--- config.mk ---
export PLATFORM = sky130hd
export DESIGN_NAME = mvm_param
export DESIGN_NICKNAME = d
export VERILOG_FILES = /design/src/rtl/mvm_param.sv
export SDC_FILE = /design/constraint.sdc
export NUM_CORES = 1
export LEC_CHECK = 0
export ABC_AREA = 1
export CAP_MARGIN = 10
export CORE_MARGIN = 3
export CORE_UTILIZATION = 40
export DETAILED_ROUTE_END_ITERATION = 12
export PLACE_DENSITY_LB_ADDON = 0.2
export SYNTH_ARGS = -nofsm -noshare
export SYNTH_HDL_FRONTEND = slang
export SYNTH_SLANG_ARGS = --single-unit
--- constraint.sdc ---
create_clock -name clk -period 4.54 [get_ports clk]
set_input_delay 0.454 -clock clk [delete_from_list [all_inputs] [get_ports clk]]
set_output_delay 0.454 -clock clk [all_outputs]
set_load 0.01 [all_outputs]
--- src/rtl/mvm_param.sv ---
// mvm_param: streaming signed matrix-vector multiply-accumulate, y = W*x + b.
//
// One job is a stream of signed DW-bit words on the input channel. In load
// mode it is W (row-major, N*N words), then b (N words), then x (N words).
// In reuse mode it is x only, and the stored W and b are used. The N results
// leave one per handshake on the output channel, y[0] first.
//
// Ports
//   clk       rising-edge clock
//   reset_n   synchronous active-low reset
//   s_valid   input word valid
//   s_ready   block accepts the input word this cycle
//   data_in   input word (W, b or x element), DW bits
//   load_w    mode select, sampled on the first accepted word of a job
//   m_valid   data_out holds a result
//   m_ready   sink accepts the result
//   data_out  signed result y[i], OW bits
//   state     current FSM state (debug observation)
//
// Handshake rule (both channels): a word moves on a rising edge where
// valid && ready are both high. The source may hold valid low for any number
// of cycles without losing data. While m_valid && !m_ready the output word
// and all internal state are frozen.
//
// Build option: define MVM_RELU_EN to clamp negative results to zero.

module mvm_param #(
  parameter int N  = 3,
  parameter int DW = 8,
  parameter int OW = 16
) (
  input  logic          clk,
  input  logic          reset_n,
  input  logic          s_valid,
  output logic          s_ready,
  input  logic [DW-1:0] data_in,
  input  logic          load_w,
  output logic          m_valid,
  input  logic          m_ready,
  output logic [OW-1:0] data_out,
  output logic [2:0]    state
);

  localparam int WA = $clog2(N * N);
  localparam int XA = $clog2(N);
  localparam int KA = $clog2(N + 1);

  localparam logic [2:0] IDLE   = 3'd0;
  localparam logic [2:0] LOAD_W = 3'd1;
  localparam logic [2:0] LOAD_B = 3'd2;
  localparam logic [2:0] LOAD_X = 3'd3;
  localparam logic [2:0] MAC    = 3'd4;
  localparam logic [2:0] OUT    = 3'd5;

  localparam logic [WA-1:0] W_LAST = WA'(N * N - 1);
  localparam logic [XA-1:0] V_LAST = XA'(N - 1);
  localparam logic [KA-1:0] K_LAST = KA'(N);
  localparam logic [KA-1:0] K_ONE  = KA'(1);

  logic [WA-1:0] w_cnt;
  logic [XA-1:0] b_cnt;
  logic [XA-1:0] x_cnt;
  logic [XA-1:0] row;
  logic [KA-1:0] k;
  logic          w_loaded;
  logic signed [OW-1:0] acc;

  logic signed [DW-1:0] w_mem [N*N];
  logic signed [DW-1:0] b_mem [N];
  logic signed [DW-1:0] x_mem [N];
  logic signed [DW-1:0] w_q;
  logic signed [DW-1:0] b_q;
  logic signed [DW-1:0] x_q;

  logic          xfer;
  logic          load_mode;
  logic [XA-1:0] k_rd;
  logic [WA-1:0] w_addr;
  logic [XA-1:0] b_addr;
  logic [XA-1:0] x_addr;
  logic          w_we;
  logic          b_we;
  logic          x_we;

  logic signed [2*DW-1:0] prod;
  logic signed [OW-1:0]   prod_ext;
  logic signed [OW-1:0]   b_ext;
  logic signed [OW-1:0]   sum;
  logic signed [OW-1:0]   result;

  assign s_ready = reset_n && (state == IDLE || state == LOAD_W ||
                               state == LOAD_B || state == LOAD_X);
  assign m_valid = (state == OUT);

  assign xfer      = s_valid && s_ready;
  // Reuse is only honoured once a complete W/b set has been stored.
  assign load_mode = load_w || !w_loaded;

  // MAC column k issues reads for column k; step k == N only drains the
  // pipeline, so its read address is parked on a valid entry.
  assign k_rd   = (k == K_LAST) ? V_LAST : k[XA-1:0];
  assign w_addr = (state == MAC) ? (WA'(row) * WA'(N) + WA'(k_rd)) : w_cnt;
  assign b_addr = (state == LOAD_B) ? b_cnt : row;
  assign x_addr = (state == MAC) ? k_rd : x_cnt;

  assign w_we = xfer && (state == LOAD_W || (state == IDLE && load_mode));
  assign b_we = xfer && (state == LOAD_B);
  assign x_we = xfer && (state == LOAD_X || (state == IDLE && !load_mode));

  // Single-port RAMs with one-cycle registered read.
  always_ff @(posedge clk) begin
    if (w_we) w_mem[w_addr] <= data_in;
    w_q <= w_mem[w_addr];
  end

  always_ff @(posedge clk) begin
    if (b_we) b_mem[b_addr] <= data_in;
    b_q <= b_mem[b_addr];
  end

  always_ff @(posedge clk) begin
    if (x_we) x_mem[x_addr] <= data_in;
    x_q <= x_mem[x_addr];
  end

  // Read data for column k-1 arrives while k is current; the bias of the row
  // seeds the sum on the first product.
  assign prod     = w_q * x_q;
  assign prod_ext = OW'(prod);
  assign b_ext    = OW'(b_q);
  assign sum      = ((k == K_ONE) ? b_ext : acc) + prod_ext;

`ifdef MVM_RELU_EN
  assign result = sum[OW-1] ? '0 : sum;
`else
  assign result = sum;
`endif

  always_ff @(posedge clk) begin
    if (!reset_n) begin
      state    <= IDLE;
      w_cnt    <= '0;
      b_cnt    <= '0;
      x_cnt    <= '0;
      row      <= '0;
      k        <= '0;
      w_loaded <= 1'b0;
      acc      <= '0;
      data_out <= '0;
    end else begin
      case (state)
        IDLE: begin
          if (xfer) begin
            // The first word is stored at index 0 of whichever phase starts.
            if (load_mode) begin
              w_cnt <= WA'(1);
              state <= LOAD_W;
            end else begin
              x_cnt <= XA'(1);
              state <= LOAD_X;
            end
          end
        end
        LOAD_W: begin
          if (xfer) begin
            if (w_cnt == W_LAST) begin
              w_cnt <= '0;
              b_cnt <= '0;
              state <= LOAD_B;
            end else begin
              w_cnt <= w_cnt + WA'(1);
            end
          end
        end
        LOAD_B: begin
          if (xfer) begin
            if (b_cnt == V_LAST) begin
              b_cnt    <= '0;
              x_cnt    <= '0;
              w_loaded <= 1'b1;
              state    <= LOAD_X;
            end else begin
              b_cnt <= b_cnt + XA'(1);
            end
          end
        end
        LOAD_X: begin
          if (xfer) begin
            if (x_cnt == V_LAST) begin
              x_cnt <= '0;
              row   <= '0;
              k     <= '0;
              state <= MAC;
            end else begin
              x_cnt <= x_cnt + XA'(1);
            end
          end
        end
        MAC: begin
          if (k != '0) acc <= sum;
          if (k == K_LAST) begin
            data_out <= result;
            state    <= OUT;
          end else begin
            k <= k + KA'(1);
          end
        end
        OUT: begin
          if (m_ready) begin
            k <= '0;
            if (row == V_LAST) begin
              row   <= '0;
              state <= IDLE;
            end else begin
              row   <= row + XA'(1);
              state <= MAC;
            end
          end
        end
        default: state <= IDLE;
      endcase
    end
  end

endmodule
==> results.json <==
{
  "status": "completed",
  "finClkSkew_ns": 0.02061,
  "detail_route.vias_per_cell": 4.826,
  "setup_ws_ns": 0.07898,
  "crit_cells": 24,
  "finalMaxSlewViolations": 0,
  "crit_path_end_kind": "register",
  "worstSetupPathType": "reg2reg",
  "ys_types": 38,
  "synth-edff-count": 120,
  "io_buffers": 33,
  "fp.dieW_microns": 170.4,
  "gp_congestion": 0.8302,
  "fin_crit_sh_pct": 98.26,
  "cp_top_family": "adder cells",
  "final_cells": 1556,
  "rsz0062_at_grt": "yes",
  "worstHoldPathCells": 2,
  "synth-main-ff-cell": "edfxtp_1",
  "synthesis.nets": 1268,
  "cts_tree": "built",
  "worst_pin_slew_ns": 0.9323,
  "cp_max_fo": 6,
  "syn_avg_cell_area_sq_um": 9.529,
  "grt_max_degree": 37,
  "crit_top_cell": "inv_2",
  "hold_buffers": 0,
  "setup_viol_count_final": 0,
  "arrival_ns": 4.81,
  "critPathSlowestCell": "fa_2",
  "clockBufferDepth": 2,
  "period_minus_slack_ns": 4.461,
  "hp-class": "reg2reg",
  "synth_seq_cells": 192,
  "slew_headroom_pct": 37.62,
  "worst_path_largest_cell_delay_ns": 0.60,
  "r2r_cells": 24,
  "rows": 59,
  "syn_area_sq_um": 10820,
  "first_global_vias": 7560,
  "ys.warnings.count": 0,
  "drive_above_1_share_pct": 16.13,
  "maxCapViolCount": 0,
  "grt_first_pass_wirelength_microns": 39090,
  "synth_top_area_share_pct": 33.32,
  "ys_top_cells_by_area": "edfxtp_1 (33%), fa_1 (14%), dfxtp_1 (13%), nand2_1 (10%), inv_1 (6.6%)",
  "grt_util_all_layers_pct": 17.12,
  "n_antenna_cell": 0,
  "fmaxAchievable_mhz": 224.2,
  "required_ns": 4.89,
  "synth.largest_area_cell": "edfxtp_1",
  "cts-root-buf": "clkbuf_16",
  "crit_buf_inv": 7,
  "path_cells": "inv_2 > ha_4 > inv_6 > nand2_2 > o21ai_2 > fa_1 > inv_2 > fa_1 > inv_2 > fa_1 > inv_2 > fa_2 > fa_2 > ha_4 > nand2_2 > nor2_2 > nand2_1 > nand3_2 > a21oi_2 > inv_1 > nand2_1 > nand3_1 > nand2_1 > inv_1",
  "place_inst": 1518,
  "utilization_pct": 48.80,
  "ys_seq_area_share_pct": 46.65,
  "core_region_area_sq_um": 26280,
  "fillers": 2466,
  "area_delta_synth_final_pct": 18.58,
  "fin_tns_setup_ns": 0,
  "wl_microns": 23930,
  "antenna_found_initial": 0,
  "post-place-ws_ns": -0.1273,
  "drcViolationCount": 0,
  "netlist_instances": 1135,
  "overflow": 0,
  "drt-initial-drc-count": 409,
  "hpwl_microns": 17610,
  "die-area_sq_um": 29050,
  "num_io_pins": 34,
  "ant_nets": 0,
  "clk_pin_slew_worst_paths_ns": 0.08,
  "cts_inserted_buffers": 17,
  "vias": 7509,
  "hold_violations": 0,
  "firstDrtPassIters": 5,
  "fin_nets": 1341,
  "start_util_pct": 41.15,
  "worstSkewPairLatency_ns": 0.45,
  "startpoint_type": "register",
  "async_flop_share_pct": 0,
  "wl_per_cell_microns": 15.38,
  "cts.sinks": 192,
  "die_h_microns": 170.4,
  "htree_levels": 4
}
registers in the layout (all words and copies together) (netlist names), 8 cells and up:
signal and flops:
acc 16, b_mem 24, b_q 8, data_out 16
w_mem 72, w_q 8, x_mem 24, x_q 8
logic make-up (layout without fill, tap and decap cells):
logic type / after synthesis / after routing / synth area share (%)
and+or+nand+nor: 462 / 462 / 18.72
buffers and inverters: 238 / 324 / 8.757
DFF: 192 / 192 / 46.65
adders and majority gates: 120 / 120 / 18.95
AOI/OAI and AO/OA: 117 / 117 / 6.444
xor gates and xnor gates: 6 / 6 / 0.4859
through the flow:
stage	cell area [sq um]	hold WS [ns]
final	12820	0.4522
after global routing	12820	0.4847
after CTS	12460	0.4556
after detailed placement	11810	0.4359
after global placement	11810	0.4340
after floorplan	10870	0.4220
cell type report:
| class | instances | area, sq um | share of cell area [%] |
|---|---|---|---|
| timing repair buffer | 87 | 773.2 | 6.029 |
| clock inverter | 15 | 196.4 | 1.532 |
| tap | 335 | 419.2 | 3.268 |
| clock buffer | 17 | 425.4 | 3.317 |
| multi-input combinational | 705 | 5184 | 40.42 |
| sequential | 192 | 5049 | 39.37 |
| timing repair inverter | 1 | 5.005 | 0.03902 |
| inverter | 204 | 773.2 | 6.029 |
worst reg2reg max path: stages, from the launching register on:
cell	delay, ns
dfxtp_2	0.33
inv_2	0.07
ha_4	0.24
inv_6	0.06
nand2_2	0.06
o21ai_2	0.05
fa_1	0.49
inv_2	0.04
fa_1	0.49
inv_2	0.04
fa_1	0.51
inv_2	0.04
fa_2	0.36
fa_2	0.60
ha_4	0.23
nand2_2	0.07
nor2_2	0.04
nand2_1	0.07
nand3_2	0.09
a21oi_2	0.18
inv_1	0.05
nand2_1	0.07
nand3_1	0.07
nand2_1	0.11
inv_1	0.04
repair_timing:
| item | in CTS | in global routing |
|---|---|---|
| buffers inserted | 0 | 4 |
| cloned | 0 | 2 |
| pin swaps | 4 | 27 |
| gates resized for setup | 13 | 59 |
| setup endpoints to repair | 14 | 20 |
synth_stat cells (4+ instances only):
cell type,number
a21oi_1,30
buf_2,5
buf_6,5
clkbuf_1,22
dfxtp_1,72
edfxtp_1,120
fa_1,73
ha_1,47
inv_1,189
inv_2,13
nand2_1,288
nand2_2,8
nand3_1,68
nand4_1,19
nor2_1,48
nor2_4,7
nor3_1,10
o21a_1,9
o21ai_0,51
o21ai_2,4
o21bai_1,11
xor2_1,6
metal layers:
layer | vias to the layer above | GRT usage (%) | share of wire (%)
li1 | 3774 | - | -
met1 | 3612 | 22.75 | 46
met2 | 106 | 29.93 | 50
met3 | 17 | 2.671 | 2.6
met4 | 0 | 3.386 | 1.0
met5 | - | 0 | 0
worst paths after layout:
path	startpoint	end	slack [ns]
worst max register to register	k[1]	acc[13]	0.08
worst min register to register	b_mem[0][5]	b_q[5]	0.45
worst min-delay path	b_mem[0][5]	b_q[5]	0.45
worst max-delay path	k[1]	acc[13]	0.08
placed cells by master, fill, tap and decap left out, types with 6 or more instances in the layout:
cell type	count
nand2_1	279
inv_1	182
edfxtp_1	120
fa_1	69
dfxtp_1	69
nand3_1	65
buf_4	51
nor2_1	45
o21ai_0	40
clkdlybuf4s50_1	33
ha_1	28
a21oi_1	25
inv_2	19
nand4_1	19
ha_4	18
clkbuf_16	18
nand2_2	16
o21bai_1	10
o21ai_2	9
nor3_1	9
o21a_1	9
nor2_4	7
o21ai_1	6
nor2_2	6
Power is not shown: default switching activity piles up to over one toggle a cycle in this logic, so the estimate is an artifact.
